**src/rtl/muldiv_pkg.sv**
```systemverilog
// Shared types for the iterative multiply/divide unit: op encoding and FSM states.
package muldiv_pkg;

    typedef enum logic [1:0] {
        OP_MULT  = 2'b00,
        OP_MULTU = 2'b01,
        OP_DIV   = 2'b10,
        OP_DIVU  = 2'b11
    } op_e;

    typedef enum logic [1:0] {
        IDLE  = 2'd0,
        RUN   = 2'd1,
        FIXUP = 2'd2
    } state_e;

    function automatic logic isSignedOp(op_e op);
        return (op == OP_MULT) || (op == OP_DIV);
    endfunction

endpackage

```
**src/rtl/muldiv_if.sv**
```systemverilog
// Execute-stage request/response bundle between the pipeline and the multiply/divide unit.
interface muldiv_if #(
    parameter int WIDTH = 32
) ();
    import muldiv_pkg::*;

    logic             start;
    op_e              op;
    logic [WIDTH-1:0] srca;
    logic [WIDTH-1:0] srcb;
    logic             hienE;
    logic             loenE;
    logic             abort;
    logic [WIDTH-1:0] hi;
    logic [WIDTH-1:0] lo;
    logic             busy;
    logic             done;

    modport master (
        output start, op, srca, srcb, hienE, loenE, abort,
        input  hi, lo, busy, done
    );

    modport slave (
        input  start, op, srca, srcb, hienE, loenE, abort,
        output hi, lo, busy, done
    );
endinterface

```
**src/rtl/muldiv_sign_fix.sv**
```systemverilog
// Combinational sign handling: operand magnitudes and result signs on the way in,
// two's-complement correction of the unsigned core result on the way out.
module muldiv_sign_fix
    import muldiv_pkg::*;
#(
    parameter int WIDTH = 32
) (
    input  op_e              op,
    input  logic [WIDTH-1:0] srca,
    input  logic [WIDTH-1:0] srcb,
    output logic [WIDTH-1:0] magA,
    output logic [WIDTH-1:0] magB,
    output logic             resNeg,
    output logic             remNeg,
    input  logic             isMul,
    input  logic             resNegIn,
    input  logic             remNegIn,
    input  logic [WIDTH-1:0] accHi,
    input  logic [WIDTH-1:0] accLo,
    output logic [WIDTH-1:0] hiRes,
    output logic [WIDTH-1:0] loRes
);
    logic             signA;
    logic             signB;
    logic [2*WIDTH-1:0] prod;

    assign signA = isSignedOp(op) && srca[WIDTH-1];
    assign signB = isSignedOp(op) && srcb[WIDTH-1];
    assign magA  = signA ? -srca : srca;
    assign magB  = signB ? -srcb : srcb;
    // A zero divisor leaves quotient all ones and remainder = |dividend|; keeping the
    // quotient positive and restoring the dividend sign reproduces srca in HI.
    assign resNeg = (signA ^ signB) && !(op[1] && (srcb == '0));
    assign remNeg = signA;

    assign prod = {accHi, accLo};

    always_comb begin
        hiRes = accHi;
        loRes = accLo;
        if (isMul) begin
            if (resNegIn) begin
                {hiRes, loRes} = -prod;
            end
        end else begin
            if (resNegIn) begin
                loRes = -accLo;
            end
            if (remNegIn) begin
                hiRes = -accHi;
            end
        end
    end
endmodule

```
**src/rtl/muldiv_unit.sv**
```systemverilog
// Iterative multiply/divide unit with architectural HI/LO, one step per cycle.
// Optional MULDIV_FAST_MUL_EN replaces the iterative multiply with a single-cycle multiplier.
module muldiv_unit
    import muldiv_pkg::*;
#(
    parameter int WIDTH = 32
) (
    input logic     clk,
    input logic     reset,
    muldiv_if.slave bus
);
    localparam int CW = $clog2(WIDTH);

    state_e             stateReg, stateNext;
    op_e                opReg;
    logic [CW-1:0]      cntReg;
    logic [WIDTH-1:0]   accHiReg, accLoReg, operandReg, hiReg, loReg;
    logic               resNegReg, remNegReg, doneReg;
    logic [WIDTH-1:0]   magA, magB, hiFix, loFix;
    logic               resNeg, remNeg;
    logic               startOk, lastIter;
    logic [WIDTH:0]     addSum, divShift, divDiff;
    logic               fastStart, fastReg;
    logic [2*WIDTH-1:0] fastProd;

    assign startOk  = bus.start && !bus.abort;
    assign lastIter = (cntReg == CW'(WIDTH - 1));

`ifdef MULDIV_FAST_MUL_EN
    logic [2*WIDTH-1:0] extA, extB;
    assign extA      = {{WIDTH{isSignedOp(bus.op) && bus.srca[WIDTH-1]}}, bus.srca};
    assign extB      = {{WIDTH{isSignedOp(bus.op) && bus.srcb[WIDTH-1]}}, bus.srcb};
    assign fastProd  = extA * extB;
    assign fastStart = startOk && !bus.op[1];

    // Marks the single busy cycle of a fast multiply so FIXUP does not rewrite HI/LO.
    always_ff @(posedge clk or posedge reset) begin
        if (reset) begin
            fastReg <= 1'b0;
        end else if (stateReg == IDLE) begin
            fastReg <= fastStart;
        end
    end
`else
    assign fastProd  = '0;
    assign fastStart = 1'b0;
    assign fastReg   = 1'b0;
`endif

    // Multiply: shift-add on {accHi, accLo}; divide: restoring subtract with quotient shifted into accLo.
    assign addSum   = {1'b0, accHiReg} + (accLoReg[0] ? {1'b0, operandReg} : '0);
    assign divShift = {accHiReg, accLoReg[WIDTH-1]};
    assign divDiff  = divShift - {1'b0, operandReg};

    muldiv_sign_fix #(.WIDTH(WIDTH)) signFix (
        .op       (bus.op),
        .srca     (bus.srca),
        .srcb     (bus.srcb),
        .magA     (magA),
        .magB     (magB),
        .resNeg   (resNeg),
        .remNeg   (remNeg),
        .isMul    (!opReg[1]),
        .resNegIn (resNegReg),
        .remNegIn (remNegReg),
        .accHi    (accHiReg),
        .accLo    (accLoReg),
        .hiRes    (hiFix),
        .loRes    (loFix)
    );

    always_ff @(posedge clk or posedge reset) begin
        if (reset) begin
            stateReg <= IDLE;
        end else begin
            stateReg <= stateNext;
        end
    end

    always_comb begin
        stateNext = stateReg;
        unique case (stateReg)
            IDLE:    if (startOk) stateNext = fastStart ? FIXUP : RUN;
            RUN:     if (bus.abort) stateNext = IDLE;
                     else if (lastIter) stateNext = FIXUP;
            FIXUP:   stateNext = IDLE;
            default: stateNext = IDLE;
        endcase
    end

    always_ff @(posedge clk or posedge reset) begin
        if (reset) begin
            opReg      <= OP_MULT;
            cntReg     <= '0;
            accHiReg   <= '0;
            accLoReg   <= '0;
            operandReg <= '0;
            hiReg      <= '0;
            loReg      <= '0;
            resNegReg  <= 1'b0;
            remNegReg  <= 1'b0;
            doneReg    <= 1'b0;
        end else begin
            doneReg <= 1'b0;
            unique case (stateReg)
                IDLE: begin
                    if (bus.start) begin
                        if (!bus.abort) begin
                            opReg      <= bus.op;
                            cntReg     <= '0;
                            accHiReg   <= '0;
                            operandReg <= bus.op[1] ? magB : magA;
                            accLoReg   <= bus.op[1] ? magA : magB;
                            resNegReg  <= resNeg;
                            remNegReg  <= remNeg;
                            if (fastStart) begin
                                hiReg <= fastProd[2*WIDTH-1:WIDTH];
                                loReg <= fastProd[WIDTH-1:0];
                            end
                        end
                    end else begin
                        if (bus.hienE) hiReg <= bus.srca;
                        if (bus.loenE) loReg <= bus.srca;
                    end
                end
                RUN: begin
                    if (!bus.abort) begin
                        cntReg <= cntReg + 1'b1;
                        if (opReg[1]) begin
                            accHiReg <= divDiff[WIDTH] ? divShift[WIDTH-1:0] : divDiff[WIDTH-1:0];
                            accLoReg <= {accLoReg[WIDTH-2:0], ~divDiff[WIDTH]};
                        end else begin
                            accHiReg <= addSum[WIDTH:1];
                            accLoReg <= {addSum[0], accLoReg[WIDTH-1:1]};
                        end
                    end
                end
                FIXUP: begin
                    if (!bus.abort) begin
                        if (!fastReg) begin
                            hiReg <= hiFix;
                            loReg <= loFix;
                        end
                        doneReg <= 1'b1;
                    end
                end
                default: ;
            endcase
        end
    end

    assign bus.hi   = hiReg;
    assign bus.lo   = loReg;
    assign bus.busy = (stateReg != IDLE);
    assign bus.done = doneReg;
endmodule

```
**src/flat_wrapper.sv**
```systemverilog
// flat-port wrapper written by rule: the top's interface ports become plain ports
module muldiv_unit_flat import muldiv_pkg::*;
#(
    parameter int WIDTH = 32
)
  (clk, reset, bus_start, bus_op, bus_srca, bus_srcb, bus_hienE, bus_loenE, bus_abort, bus_hi, bus_lo, bus_busy, bus_done);
  muldiv_if #(.WIDTH(WIDTH)) bus_i ();
  input logic clk;
  input logic reset;
  input wire logic [$bits(bus_i.start)-1:0] bus_start;
  input wire logic [$bits(bus_i.op)-1:0] bus_op;
  input wire logic [$bits(bus_i.srca)-1:0] bus_srca;
  input wire logic [$bits(bus_i.srcb)-1:0] bus_srcb;
  input wire logic [$bits(bus_i.hienE)-1:0] bus_hienE;
  input wire logic [$bits(bus_i.loenE)-1:0] bus_loenE;
  input wire logic [$bits(bus_i.abort)-1:0] bus_abort;
  output wire logic [$bits(bus_i.hi)-1:0] bus_hi;
  output wire logic [$bits(bus_i.lo)-1:0] bus_lo;
  output wire logic [$bits(bus_i.busy)-1:0] bus_busy;
  output wire logic [$bits(bus_i.done)-1:0] bus_done;
  assign bus_i.start = bus_start;
  assign bus_i.op = bus_op;
  assign bus_i.srca = bus_srca;
  assign bus_i.srcb = bus_srcb;
  assign bus_i.hienE = bus_hienE;
  assign bus_i.loenE = bus_loenE;
  assign bus_i.abort = bus_abort;
  assign bus_hi = bus_i.hi;
  assign bus_lo = bus_i.lo;
  assign bus_busy = bus_i.busy;
  assign bus_done = bus_i.done;
  muldiv_unit #(.WIDTH(WIDTH)) u_core (.clk(clk), .reset(reset), .bus(bus_i));
endmodule
```
**config.mk**
```make
export PLATFORM = sky130hd
export DESIGN_NAME = muldiv_unit_flat
export DESIGN_NICKNAME = d
export VERILOG_FILES = /design/src/rtl/muldiv_pkg.sv /design/src/rtl/muldiv_if.sv /design/src/rtl/muldiv_sign_fix.sv /design/src/rtl/muldiv_unit.sv /design/src/flat_wrapper.sv
export SDC_FILE = /design/constraint.sdc
export NUM_CORES = 1
export LEC_CHECK = 0
export CAP_MARGIN = 20
export CORE_MARGIN = 4
export CORE_UTILIZATION = 55
export DETAILED_ROUTE_END_ITERATION = 8
export PLACE_DENSITY = 0.77
export SYNTH_ARGS = -nofsm -noshare
export SYNTH_HDL_FRONTEND = slang
export SYNTH_HIERARCHICAL = 1
export SYNTH_SLANG_ARGS = --single-unit
```
**constraint.sdc**
```tcl
create_clock -name clk -period 8.9 [get_ports clk]
set_input_delay 1.78 -clock clk [delete_from_list [all_inputs] [get_ports clk]]
set_output_delay 1.78 -clock clk [all_outputs]
set_load 0.01 [all_outputs]
```
==> results.txt, run 1 <==
RSZ-0062 raised after global routing -> false
Crit path DAT -> 5.17 ns
Initial Util -> 55.81%
Antenna diode count -> 0
Post-synth ARST share -> 100.0%
Core box area -> 26,950 um2
DP Wirelength -> 38,300 um
I/O Buffers -> 137
Clk_skew -> 0.01984 ns
Final hold slack -> 0.4825 ns
Max transition margin -> 26.38%
Longest Clk Path Bufs -> 2
Final-report setup violation count -> 0
Slew @ Worst Pin -> 1.104 ns
GRT Residual Overflow -> 0
Worst-Skew Late Latency -> 0.45 ns
Number of remaining DRC errors -> 0
First-pass GRT wire length -> 79,350 um
Worst EP required -> 9.17 ns
Type of origin of the critical path -> primary input
CTS H-tree lvls -> 4
Crit path launch -> bus_srca[6]
Post-Syn Area -> 15,040 um2
Fin cells -> 2,322
Main synth FF type -> dfrtp_1
Clock transition at path regs -> 0.08 ns
Max Slew Vio Count -> 0
Ports -> 138
Clock buffer count from CTS -> 17
VDD IR max -> 139.1 uV
Worst flop-to-flop path startpoint -> u_core/accLoReg[31]
Crit Path Class -> in2reg
Initial DRC count -> 1,744
Post-CTS Setup Repair Bufs -> 0
Final-report hold violation count -> 0
Hold Path Class -> reg2reg
CTS root buffer -> clkbuf_16
Initial antenna violation count -> 0
YS warnings -> 6
GPL Wtd Cong -> 0.9597
Tcrit/Tclk final -> 55.12%
Max Cap Viol -> 0
DRT Pass-1 Iters -> 6
Setup TNS -> 0 ns
Distinct cells, synth -> 75
Placed instance area -> 16,590 um2
Via-to-Cell Ratio -> 6.420
Largest net degree at the start of global routing -> 97
Leak -> 0.007544 uW
Min Clock Period, post-route -> 4.906 ns
GRT Overall Usage -> 32.94%
Routed Antenna Nets -> 0
Post-CTS resize count -> 0
Ratio of cells with drive above 1 in the final layout -> 5.755%
Synth Register Bits -> 171
Sink Count -> 171
Vias -> 14,908
Most frequent cells in the layout -> a21oi_1 (231), nand2_1 (186), dfrtp_1 (171), o21ai_0 (167), nor2_1 (146)
Die area -> 30,060 um2
Die width -> 173.4 um
Vias in the first global route -> 13,946
Mapped Cells -> 1,897
Inst Count DP -> 2,288
Commonest non-fill, non-tap cell in the layout -> a21oi_1
Util after Layout -> 63.98%
Avg Inst Size Synth -> 7.929 um2
Sequential share of the synthesized area -> 28.45%
FILL cells -> 2,329
HP Start -> u_core/bus.hi[9]
Post-route design area -> 17,240 um2
Fmax -> 0.2038 GHz
EDFF count, synth -> 0
Syn nets -> 2,041
Row count -> 60
Final nets -> 2,112
Area delta synth->final -> 14.64%
Cell Pwr Density -> 255.6 nW/um2
Chip height -> 173.4 um
WL per Instance -> 21.99 um
Worst Setup End Kind -> flip-flop
CP max FO -> 5
Status -> complete, no violations
Count of hold-fix buffers inserted at cts -> 0
Overall routed net length -> 51,060 um
CTS tree -> done
-- power by group --
group,switching [uW],total [uW],internal [uW]
logic,1370,2360,987
clock network,403,788,385
registers,318,1260,941
-- path summary, 6_finish.rpt --
kind                                  endpoint  slack, ns  cells past startpoint
max                        u_core/accLoReg[25]       3.99                     11
min                           u_core/bus.hi[9]       0.48                      2
max reg2reg                 u_core/accHiReg[0]       4.69                     14
min reg2reg                   u_core/bus.hi[9]       0.48                      2
max in group asynchronous  u_core/accHiReg[16]       5.48                      3
min in group asynchronous    u_core/bus.lo[22]       1.88                      2
-- layout make-up --
class | count | area [um2] | share of cell area (%)
Inverter | 66 | 252.7 | 1.466
Sequential cell | 171 | 4279 | 24.82
Clock buffer | 17 | 425.4 | 2.467
Timing Repair Buffer | 155 | 1531 | 8.881
Clock inverter | 15 | 187.7 | 1.088
Tap cell | 341 | 426.7 | 2.474
Multi-Input combinational cell | 1557 | 10140 | 58.81
-- cells by family (layout without fill, tap and decap cells) --
family / count (synthesis) / after routing / synth area share, %
AO/OA/AOI/OAI: 591 / 591 / 22.93
buffers and inverters: 169 / 253 / 4.508
multiplexers: 124 / 124 / 8.584
flip-flops: 171 / 171 / 28.45
XOR/XNOR: 176 / 176 / 10.25
adder cells (fa/ha/maj): 72 / 72 / 6.089
AND/OR/NAND/NOR: 594 / 594 / 19.19
-- per-stage QoR --
step	setup WS (ns)	power (uW)
6_report	3.994	4407
5_1_grt	3.890	4683
4_1_cts	4.171	4348
3_5_place_dp	3.790	3552
3_3_place_gp	3.841	3503
2_1_floorplan	2.488	2864
-- worst max-delay path: stages --
cell             delay [ns]
clkdlybuf4s50_1        0.48
or4_1                  0.61
nor3_1                 0.42
nand3_1                0.27
nor3_1                 0.72
a21oi_1                0.18
xor2_1                 0.20
mux2i_1                0.15
nor2_1                 0.06
a21oi_1                0.18
o21ai_0                0.12
-- metal layers --
metal  vias up  GRT usage [%]  share of wire (%)
met5         -              0                  0
met4         0          13.30                4.4
met3       142          5.431                9.8
met2       846          50.43                 44
met1      7022          46.59                 42
li1       6898              -                  -
-- synthesized netlist by cell type (all sizes together), types with 34 or more instances --
library cell / number / area [um2]
ha: 70 / 875.8
a21oi: 235 / 1191
nand2: 186 / 698.2
mux2: 34 / 390.4
nor2: 148 / 563.0
dfrtp: 171 / 4279
xnor2: 97 / 849.6
clkbuf: 84 / 316.6
mux2i: 90 / 900.9
nor3: 41 / 215.2
xor2: 79 / 691.9
o21ai: 204 / 1036
inv: 66 / 247.7
nor2b: 50 / 312.8
and2: 37 / 231.5
-- flip-flops by register name, summed over array words and instances (netlist names) --
signal and cells:
u_core/accHiReg 32, u_core/stateReg 2, u_core/bus.done 1, u_core/resNegReg 1, u_core/opReg 1, u_core/remNegReg 1, u_core/bus.hi 32, u_core/operandReg 32
u_core/accLoReg 32, u_core/cntReg 5, u_core/bus.lo 32
Note: power is estimated with default switching activity, not from simulation.
==> run 2, diff against run 1 <==
==> constraint.sdc (replaced) <==
create_clock -name clk -period 5.1 [get_ports clk]
set_input_delay 1.02 -clock clk [delete_from_list [all_inputs] [get_ports clk]]
set_output_delay 1.02 -clock clk [all_outputs]
set_load 0.01 [all_outputs]
==> results.txt, run 2 (synthesis gave the netlist of run 1 again) <==
Status -> complete, no violations (unchanged)
CP max FO -> 18 (was 5)
Worst flop-to-flop path startpoint -> u_core/accLoReg[31] (unchanged)
Worst r2r dst -> u_core/accHiReg[0] (unchanged)
Vias in the first global route -> 14,122 (was 13,946)
Worst EP required -> 5.43 ns (was 9.17 ns)
Overall routed net length -> 50,860 um (was 51,060 um)
Initial DRC count -> 1,801 (was 1,744)
Ratio of cells with drive above 1 in the final layout -> 5.752% (was 5.755%)
Area delta synth->final -> 14.84% (was 14.64%)
Hold Path Depth -> 2 (unchanged)
Antenna diode count -> 0 (unchanged)
Worst-Skew Late Latency -> 0.45 ns (about the same)
Final hold slack -> 0.4814 ns (was 0.4825 ns)
Clock transition at path regs -> 0.09 ns (was 0.08 ns)
GRT Overall Usage -> 32.70% (was 32.94%)
Max transition margin -> 24.18% (was 26.38%)
Cell Pwr Density -> 448.0 nW/um2 (was 255.6 nW/um2)
Sw Ratio -> 47.56% (was 47.53%)
CTS root buffer -> clkbuf_16 (unchanged)
Die area -> 30,060 um2 (unchanged)
Row count -> 60 (unchanged)
Max Cap Viol -> 0 (unchanged)
Sequential power share -> 28.3% (was 28.6%)
Core box area -> 26,950 um2 (unchanged)
Commonest non-fill, non-tap cell in the layout -> a21oi_1 (unchanged)
Inst Count DP -> 2,291 (was 2,288)
Comb pwr share -> 53.5% (was 53.6%)
Die width -> 173.4 um (unchanged)
VDD IR max -> 222.9 uV (was 139.1 uV)
Via-to-Cell Ratio -> 6.473 (was 6.420)
Routed Antenna Nets -> 0 (unchanged)
Type of origin of the critical path -> flip-flop (was primary input)
Ports -> 138 (unchanged)
Post-CTS Setup Repair Bufs -> 0 (unchanged)
Clock buffer count from CTS -> 17 (unchanged)
Max Slew Vio Count -> 0 (unchanged)
Crit path DAT -> 4.62 ns (was 5.17 ns)
Count of hold-fix buffers inserted at cts -> 0 (unchanged)
GRT Residual Overflow -> 0 (unchanged)
Setup TNS -> 0 ns (unchanged)
Clock group share of total power -> 18.2% (was 17.9%)
First-pass GRT wire length -> 79,040 um (was 79,350 um)
Post-CTS resize count -> 0 (unchanged)
Largest net degree at the start of global routing -> 172 (was 97)
RSZ-0062 raised after global routing -> false (unchanged)
Crit Path Class -> reg2reg (was in2reg)
Area of the multi-input gates -> 10,140 um2 (about the same)
WHS Endpoint -> u_core/bus.hi[13] (was u_core/bus.hi[9])
Leak -> 0.007552 uW (was 0.007544 uW)
Fmax -> 0.2331 GHz
Vias -> 15,037 (was 14,908)
Final nets -> 2,113 (was 2,112)
Clk_skew -> 0.02024 ns (was 0.01984 ns)
Chip height -> 173.4 um (unchanged)
Sink Count -> 171 (unchanged)
Worst Setup End Kind -> flip-flop (unchanged)
Tcrit/Tclk final -> 84.12%
NetSw -> 3681 uW (was 2095 uW)
Worst-case reg-to-reg path depth -> 14 (unchanged)
Longest Clk Path Bufs -> 2 (unchanged)
Initial Util -> 55.81% (unchanged)
FILL cells -> 2,343 (was 2,329)
Fin cells -> 2,323 (was 2,322)
CTS H-tree lvls -> 4 (unchanged)
Pint -> 4058 uW (was 2313 uW)
Min Clock Period, post-route -> 4.290 ns
GPL Wtd Cong -> 0.9471 (was 0.9597)
Final-report hold violation count -> 0 (unchanged)
I/O Buffers -> 137 (unchanged)
FF-to-FF setup slack -> 0.81 ns (was 4.69 ns)
HP Start -> u_core/bus.hi[13] (was u_core/bus.hi[9])
Storage cell area -> 4279 um2 (unchanged)
Final-report setup violation count -> 0 (unchanged)
CTS tree -> done (unchanged)
Initial antenna violation count -> 2 (was 0)
DP Wirelength -> 38,310 um (was 38,300 um)
Most frequent cells in the layout -> a21oi_1 (231), nand2_1 (186), dfrtp_1 (171), o21ai_0 (167), nor2_1 (147) (was a21oi_1 (231), nand2_1 (186), dfrtp_1 (171), o21ai_0 (167), nor2_1 (146))
WL per Instance -> 21.89 um (was 21.99 um)
Hold Path Class -> reg2reg (unchanged)
Number of remaining DRC errors -> 0 (unchanged)
DRT Pass-1 Iters -> 6 (unchanged)
Power consumption -> 7739 uW (was 4407 uW)
Slew @ Worst Pin -> 1.133 ns (was 1.104 ns)
[run 2: changes by cell type in the layout (fill, tap and decap cells not counted), sizes merged]
cell,change
buf,+1
inv,-4
clkinv,+4
[run 2: how the worst max path moves through the flow]
stage	from	end	cells after the start
finish	u_core/accLoReg[31]	u_core/accHiReg[0]	14
CTS	u_core/accLoReg[31]	u_core/accHiReg[0]	14
detailed placement	bus_srca[6]	u_core/accLoReg[25]	11
global placement	bus_srca[6]	u_core/accLoReg[27]	11
floorplan	bus_srcb[8]	u_core/accLoReg[24]	10
global route	u_core/accLoReg[31]	u_core/accHiReg[11]	14
[run 2: worst max-delay path, cell delays in order (launching register included)]
cell and delay [ns]:
dfrtp_1 0.42, inv_1 0.14, ha_1 0.25, fa_1 0.42, nand2b_1 0.19, a21oi_1 0.45
o31ai_2 0.19, a21oi_2 0.23, nor3_2 0.10, a211oi_1 0.49, nor3_2 0.17, nor2_4 0.43
buf_12 0.25, mux2_4 0.32, o221ai_2 0.12
[run 2: power by group through the flow]
stage / Clock [uW] / Sequential, uW / Combinational, uW
after floorplan: 0 / 2020 / 2980
after global placement: 0 / 2190 / 3940
after detailed placement: 0 / 2200 / 4020
after CTS: 1420 / 2170 / 4050
after global routing: 1480 / 2230 / 4530
final: 1410 / 2190 / 4140
[run 2: routing by layer]
| metal | share of wire (%) | vias to the layer above | GRT usage (%) |
|---|---|---|---|
| li1 | - | 6906 | - |
| met1 | 42 | 7131 | 46.34 |
| met5 | 0.047 | - | 0 |
| met3 | 11 | 125 | 6.761 |
| met4 | 4.3 | 4 | 14.03 |
| met2 | 43 | 871 | 48.57 |
[run 2: area by class of cell]
cell class                 instances  area share [%]
sequential                       171           24.77
clock inverter                    15           1.253
tap                              341           2.470
inverter                          66           1.456
timing repair buffer             156           8.895
clock buffer                      17           2.463
multi-input combinational       1557           58.69
[run 2: metrics by stage]
| step | utilization [%] | instance area, um2 | worst slack, ns |
|---|---|---|---|
| 5_1_grt | 64.09 | 17270 | 0.7376 |
| 3_5_place_dp | 61.71 | 16630 | 0.7670 |
| 6_report | 64.09 | 17270 | 0.8097 |
| 2_1_floorplan | - | 15050 | 1.750 |
| 4_1_cts | 64.09 | 17270 | 0.9877 |
| 3_3_place_gp | 61.71 | 16630 | 0.8572 |
